## src/rtl/contador_mod_param_if.sv

```systemverilog
// Control/status bundle for contador_mod_param: the counter takes the slave modport,
// whoever drives the enables and loads takes the master modport.
interface contador_mod_param_if #(
    parameter int WIDTH = 5
);
    logic             en;
    logic             up_dn;
    logic             clr;
    logic             load;
    logic [WIDTH-1:0] load_val;
    logic             ovf_clr;
    logic [WIDTH-1:0] count;
    logic             tc;
    logic             wrap;
    logic             ovf;

    modport master (
        output en, up_dn, clr, load, load_val, ovf_clr,
        input  count, tc, wrap, ovf
    );

    modport slave (
        input  en, up_dn, clr, load, load_val, ovf_clr,
        output count, tc, wrap, ovf
    );
endinterface

```

## src/rtl/contador_mod_param.sv

```systemverilog
// Modulo up/down counter with enable prescaler, load/clear, cascade tc, wrap pulse, sticky ovf.
// Define CONTADOR_MOD_SAT_EN to saturate at 0 / MODULO-1 instead of wrapping around.
module contador_mod_param #(
    parameter int WIDTH  = 5,
    parameter int MODULO = 28,
    parameter int PRESC  = 1
) (
    input  logic                clk,
    input  logic                reset_clk,
    contador_mod_param_if.slave bus
);
    localparam int               PW       = (PRESC > 1) ? $clog2(PRESC) : 1;
    localparam logic [WIDTH-1:0] CNT_MAX  = WIDTH'(MODULO - 1);
    localparam logic [WIDTH:0]   MOD_EXT  = (WIDTH + 1)'(MODULO);
    localparam logic [PW-1:0]    PRE_LAST = PW'(PRESC - 1);

    logic [WIDTH-1:0] count_q, count_d;
    logic [PW-1:0]    presc_q, presc_d;
    logic             wrap_q, wrap_d;
    logic             ovf_q, ovf_d;
    logic             step_due;
    logic             at_term;

    always_comb begin
        step_due = bus.en && (presc_q == PRE_LAST);
        at_term  = bus.up_dn ? (count_q == CNT_MAX) : (count_q == '0);
    end

    // tc is purely combinational so a downstream stage can step on the same edge as our wrap
    assign bus.tc    = step_due && at_term;
    assign bus.count = count_q;
    assign bus.wrap  = wrap_q;
    assign bus.ovf   = ovf_q;

    always_comb begin
        count_d = count_q;
        presc_d = presc_q;
        wrap_d  = 1'b0;
        if (bus.clr) begin
            count_d = '0;
            presc_d = '0;
        end else if (bus.load) begin
            count_d = ({1'b0, bus.load_val} >= MOD_EXT) ? CNT_MAX : bus.load_val;
            presc_d = '0;
        end else if (bus.en) begin
            if (step_due) begin
                presc_d = '0;
                if (at_term) begin
                    wrap_d = 1'b1;
`ifdef CONTADOR_MOD_SAT_EN
                    count_d = count_q;
`else
                    count_d = bus.up_dn ? '0 : CNT_MAX;
`endif
                end else begin
                    count_d = bus.up_dn ? count_q + 1'b1 : count_q - 1'b1;
                end
            end else begin
                presc_d = presc_q + 1'b1;
            end
        end
        ovf_d = (ovf_q && !bus.ovf_clr) || wrap_d;
    end

    always_ff @(posedge clk or negedge reset_clk) begin
        if (!reset_clk) begin
            count_q <= '0;
            presc_q <= '0;
            wrap_q  <= 1'b0;
            ovf_q   <= 1'b0;
        end else begin
            count_q <= count_d;
            presc_q <= presc_d;
            wrap_q  <= wrap_d;
            ovf_q   <= ovf_d;
        end
    end
endmodule
```

## src/flat_wrapper.sv

```systemverilog
// flat-port wrapper written by rule: the top's interface ports become plain ports
module contador_mod_param_flat 
#(
    parameter int WIDTH  = 5,
    parameter int MODULO = 28,
    parameter int PRESC  = 1
)
  (clk, reset_clk, bus_en, bus_up_dn, bus_clr, bus_load, bus_load_val, bus_ovf_clr, bus_count, bus_tc, bus_wrap, bus_ovf);
  contador_mod_param_if #(.WIDTH(WIDTH)) bus_i ();
  input  logic clk;
  input  logic reset_clk;
  input wire logic [$bits(bus_i.en)-1:0] bus_en;
  input wire logic [$bits(bus_i.up_dn)-1:0] bus_up_dn;
  input wire logic [$bits(bus_i.clr)-1:0] bus_clr;
  input wire logic [$bits(bus_i.load)-1:0] bus_load;
  input wire logic [$bits(bus_i.load_val)-1:0] bus_load_val;
  input wire logic [$bits(bus_i.ovf_clr)-1:0] bus_ovf_clr;
  output wire logic [$bits(bus_i.count)-1:0] bus_count;
  output wire logic [$bits(bus_i.tc)-1:0] bus_tc;
  output wire logic [$bits(bus_i.wrap)-1:0] bus_wrap;
  output wire logic [$bits(bus_i.ovf)-1:0] bus_ovf;
  assign bus_i.en = bus_en;
  assign bus_i.up_dn = bus_up_dn;
  assign bus_i.clr = bus_clr;
  assign bus_i.load = bus_load;
  assign bus_i.load_val = bus_load_val;
  assign bus_i.ovf_clr = bus_ovf_clr;
  assign bus_count = bus_i.count;
  assign bus_tc = bus_i.tc;
  assign bus_wrap = bus_i.wrap;
  assign bus_ovf = bus_i.ovf;
  contador_mod_param #(.WIDTH(WIDTH), .MODULO(MODULO), .PRESC(PRESC)) u_core (.clk(clk), .reset_clk(reset_clk), .bus(bus_i));
endmodule
```

## config.mk

```make
export PLATFORM = sky130hd
export DESIGN_NAME = contador_mod_param_flat
export DESIGN_NICKNAME = d
export VERILOG_FILES = /design/src/rtl/contador_mod_param_if.sv /design/src/rtl/contador_mod_param.sv /design/src/flat_wrapper.sv
export SDC_FILE = /design/constraint.sdc
export NUM_CORES = 1
export LEC_CHECK = 0
export CORE_MARGIN = 2
export CORE_UTILIZATION = 39
export CTS_CLUSTER_DIAMETER = 120
export DETAILED_ROUTE_END_ITERATION = 12
export PLACE_DENSITY = 0.72
export SYNTH_ARGS = -nofsm -noshare
export SYNTH_HDL_FRONTEND = slang
export SYNTH_SLANG_ARGS = --single-unit
```

## constraint.sdc

```tcl
create_clock -name clk -period 1.4 [get_ports clk]
set_input_delay 0.28 -clock clk [delete_from_list [all_inputs] [get_ports clk]]
set_output_delay 0.28 -clock clk [all_outputs]
set_load 0.005 [all_outputs]
```

### After elaboration in Yosys (flattened, before gate mapping)

Index checks and enable logic that the tools add are counted.

* register bits: 8
* bits in latches: 0
* bits in writable memories: 0
* ROM bits: 0
* input port bits: 12
* logic and storage cells: 37
* memories kept: 0

* $add $sub $neg: 3
* multiply operators: 0
* divide/modulo/power cells: 0
* order comparisons: 1
* equality and inequality tests: 1
* shifts and indexed selects: 0
* multiplexer cells: 18
* bitwise gates (word level): 1
* reduce and logical (&&, ||, !) cells: 9

Operators by type and width (count)
* two-way mux 5 bit: 8
* two-way mux 1 bit: 10
* nonzero test 3 bit: 2
* adder 5 x 1 -> 5 bit, second input constant: 1
* equality test 5 bit, second input constant: 1
* greater-or-equal comparator 5 bit, second input constant: 1
* zero test 5 bit: 1
* subtractor 5 x 1 -> 5 bit, second input constant: 1
* logical AND 1 bit: 3
* AND reduction 2 bit: 1
* adder 1 bit, second input constant: 1
* zero test 1 bit: 1
* logical OR 1 bit: 1
* NOT 1 bit: 1

### Logic depth before layout (Yosys ltp)

* depth in word-level cells: 8
* depth in mapped cells: 6
* mapped depth without buffers: 6

### Worst setup path before layout

Ideal clock, no wire load.

* path type: flip-flop to output port
* start point: register u_core.count_q[0], in the netlist u_core.bus.count[0]
* end point: output port bus_tc
* arrival time: 1.252 ns
* required time: 1.120 ns
* setup slack: -0.132 ns
* cell stages (with the launch flop): 5
* path buffers: 0
* cell sequence: dfrtp_1 > nor4_4 > mux2i_1 > or2_4 > nor2_1

* word-level cells in the longest chain between the ends: 3
* elaborated cells on any way between the ends: 4

RTL lines
* start, declared: RTL line contador_mod_param.sv:17 `logic [WIDTH-1:0] count_q, count_d;`
* start signal, assigned: RTL line contador_mod_param.sv:72 `count_q <= count_d;`
* equality test 5 bit or zero test 5 bit (tied branches): RTL line contador_mod_param.sv:26 `at_term = bus.up_dn ? (count_q == CNT_MAX) : (count_q == '0);`
* two-way mux 1 bit (*): RTL line contador_mod_param.sv:26
* logical AND 1 bit (*): RTL line contador_mod_param.sv:30 `assign bus.tc = step_due && at_term;`
* end, declared: RTL line flat_wrapper.sv:19 `output wire logic [$bits(bus_i.tc)-1:0] bus_tc;`

Every way passes the cells marked *; elsewhere a longest branch is shown, timed or not.

### Worst setup path after layout

* start point: register u_core.count_q[3], in the netlist u_core.bus.count[3]
* end point: output port bus_tc

The elaborated chain is that of the path after synthesis.

==> flow_metrics.py <==
metrics = {
    "sta": {
        "timing.final.crit_share_pct": 131,
        "max_freq_mhz": 546,
        "slew_headroom_pct": 75.8,
        "setup_viol": 8,
        "fin_skew_ps": 10.8,
        "hold_viol": 0,
        "hold_ws_ps": 288,
        "fin_crit_ps": 1830,
        "rsz0062_at_grt": "yes",
        "setup_slack_ps": -431,
        "worstMarginPinSlew_ps": 362,
        "slew_violations": 0,
    },
    "worst_setup_path": {
        "crit_path_end": "bus_tc",
        "r2r_end": "u_core.bus.count[2]$_DFFE_PN0P_",
        "arrival_ps": 1550,
        "critPathKind": "flop to output port",
        "path_depth": 5,
        "critPathCaptureType": "output port",
        "r2r-start": "u_core.bus.count[0]$_DFFE_PN0P_",
        "cp.required_ps": 1120,
        "cp_top_family": "simple AND/OR/NAND/NOR gates",
        "path_buf_inv": 1,
        "r2r_setup_slack_ps": -300,
        "max_stage_delay_ps": 430,
        "ff2ff_path_depth": 7,
        "path_cells": "nor4_4, mux2i_2, or2_4, nor2_2, buf_2",
        "critical_path.slowest_cell": "dfrtp_1",
        "start_kind": "flop",
        "crit_path_start": "u_core.bus.count[3]$_DFFE_PN0P_",
        "path_max_fanout": 4,
    },
    "floorplan": {
        "fp.dieH_um": 43.6,
        "start_util_pct": 41.1,
        "placementRows": 14,
        "fp.dieArea_um2": 1900,
        "core_um2": 1490,
        "ios": 20,
        "dieWidth_um": 43.6,
    },
    "power": {
        "power_density_nw_per_um2": 733,
        "power_leakage_nw": 0.511,
        "irDropWorstVdd_uv": 501,
        "power.total_w": 0.000827,
    },
    "synthesis": {
        "synth-simple-area-share_pct": 22.9,
        "syn_area_per_cell_um2": 9.41,
        "syn_nets": 81,
        "muxShareOfSynthArea_pct": 1.64,
        "synth_xor_area_share_pct": 5.73,
        "synth-seq-cells": 8,
        "synth-compound-area-share_pct": 24.5,
        "synth_top_family_by_area": "compound AO/OA/AOI/OAI gates",
        "synth-seq-area-share_pct": 32.7,
        "async_flop_share_pct": 100,
        "syn_area_um2": 612,
        "synthAdderAreaFrac_pct": 9.41,
        "syn_inst": 65,
        "yosysWarnings": 0,
        "ys_types": 33,
        "synthFlopType": "dfrtp_1",
        "synth_edf_count": 0,
    },
    "global_route": {
        "grt_max_degree": 11,
        "grt_overflow_total": 0,
        "antenna_found_initial": 0,
        "grt_pass1_wl_um": 2820,
        "grt_pass1_vias": 667,
        "grtUsageTotal_pct": 20.9,
    },
    "place": {
        "place.gp.congestion": 0.850,
        "port_buffers": 19,
        "dp_cells": 112,
        "place_area_um2": 947,
        "hpwl_um": 1270,
    },
    "cells_and_area": {
        "most-common-layout-cells": "buf_4, clkdlybuf4s50_1, buf_6",
        "n_antenna_cell": 0,
        "layout.cells.non_filler": 124,
        "syn2layout_area_growth_pct": 84.5,
        "drive_gt1_share_pct": 48.1,
        "final_core_util_pct": 75.8,
        "final_common_cell": "buf_4",
        "n_fill_cell": 101,
        "nets": 125,
        "fin_area_um2": 1130,
    },
    "detailed_routing": {
        "antenna_left": 0,
        "drt_pass1_iterations": 4,
        "wl_per_cell_um": 15.4,
        "drc": 0,
        "vias_per_cell": 5.73,
        "vias": 710,
        "drt-total-wl_um": 1910,
        "drtIter0Drc": 20,
    },
    "clock_network": {
        "clock-root-buffer": "clkbuf_4",
        "tritoncts": "done",
        "htree_levels": 1,
        "clock_latency_ps": 270,
        "clk_path_buf_depth": 2,
        "cts_made_buffers": 3,
        "clk_pin_slew_worst_paths_ps": 60,
        "clock_sinks": 8,
        "hold_buffers": 0,
    },
    "outcome": {
        "status": "finished with violations",
        "violations": "negative setup slack",
    },
    "min_path": {
        "hold_class": "input port to asynchronous set/reset pin",
    },
    "run": {
        "drv_cap": 0,
    },
}
flip-flops by register name (all words and copies together) (netlist names):
signal,cells
u_core.bus.count,5
u_core.bus.ovf,1
u_core.bus.wrap,1
u_core.presc_q,1
power breakdown:
part | internal [W] | leakage (nW) | switching (W)
clock | 0.000110 | 0.0150 | 0.0000870
sequential | 0.000247 | 0.102 | 0.0000199
combinational | 0.000206 | 0.394 | 0.000158
total | 0.000562 | 0.511 | 0.000265
repair_timing:
action / in CTS / in global routing
setup buffers: 4 / 5
resized for setup: 30 / 10
endpoints found under the setup margin: 12 / 10
pin swaps: 8 / 9
final cells by class:
type | instances | area [µm²] | area share, %
clock buffer | 4 | 26.3 | 2.33
sequential | 8 | 204 | 18.1
tap | 16 | 20.0 | 1.77
multi-input combinational | 52 | 498 | 44.1
timing repair buffer | 42 | 369 | 32.7
inverter | 2 | 11.3 | 0.998
per-layer routing:
layer	part of all wire [%]	GRT usage, %
met2	49	35.6
met5	0	0
met4	3.9	9.09
met1	40	23.6
met3	7.6	6.67
Yosys cell counts (2+ instances only):
cell	instances	area (µm²)
a211oi_1	2	15.0
clkbuf_1	2	7.51
dfrtp_1	8	200
ha_1	3	37.5
xnor2_1	2	17.5
xor2_1	2	17.5
inv_1	2	7.51
a21o_1	2	15.0
a31oi_1	4	25.0
nand2_1	3	11.3
nand3_1	2	10.0
a21oi_1	5	25.0
nand2b_1	2	12.5
nor2_1	6	22.5
nand3b_1	2	15.0
how the worst min path moves through the flow:
stage                                      endpoint  slack, ps  cells past startpoint
detailed placement         u_core.bus.ovf$_DFF_PN0_        500                      2
floorplan           u_core.bus.count[0]$_DFFE_PN0P_        -20                      0
CTS                 u_core.bus.count[2]$_DFFE_PN0P_        300                      1
finish                   u_core.presc_q$_DFFE_PN0P_        290                      1
global route             u_core.presc_q$_DFFE_PN0P_        310                      1
global placement           u_core.bus.ovf$_DFF_PN0_        480                      2
cells by family after synthesis:
group | after synthesis
buffers and inverters | 5
XOR/XNOR | 4
flip-flops | 8
AND/OR/NAND/NOR | 22
AO/OA/AOI/OAI | 21
adder cells (fa/ha/maj) | 4
multiplexers | 1
metrics by stage:
stage	worst slack [ps]	setup TNS [ps]
global route	-526	-2110
finish	-431	-1590
CTS	-440	-1530
detailed placement	-950	-5040
global placement	-907	-4720
floorplan	-89.7	-89.7
(Power assumes the default switching activity.)
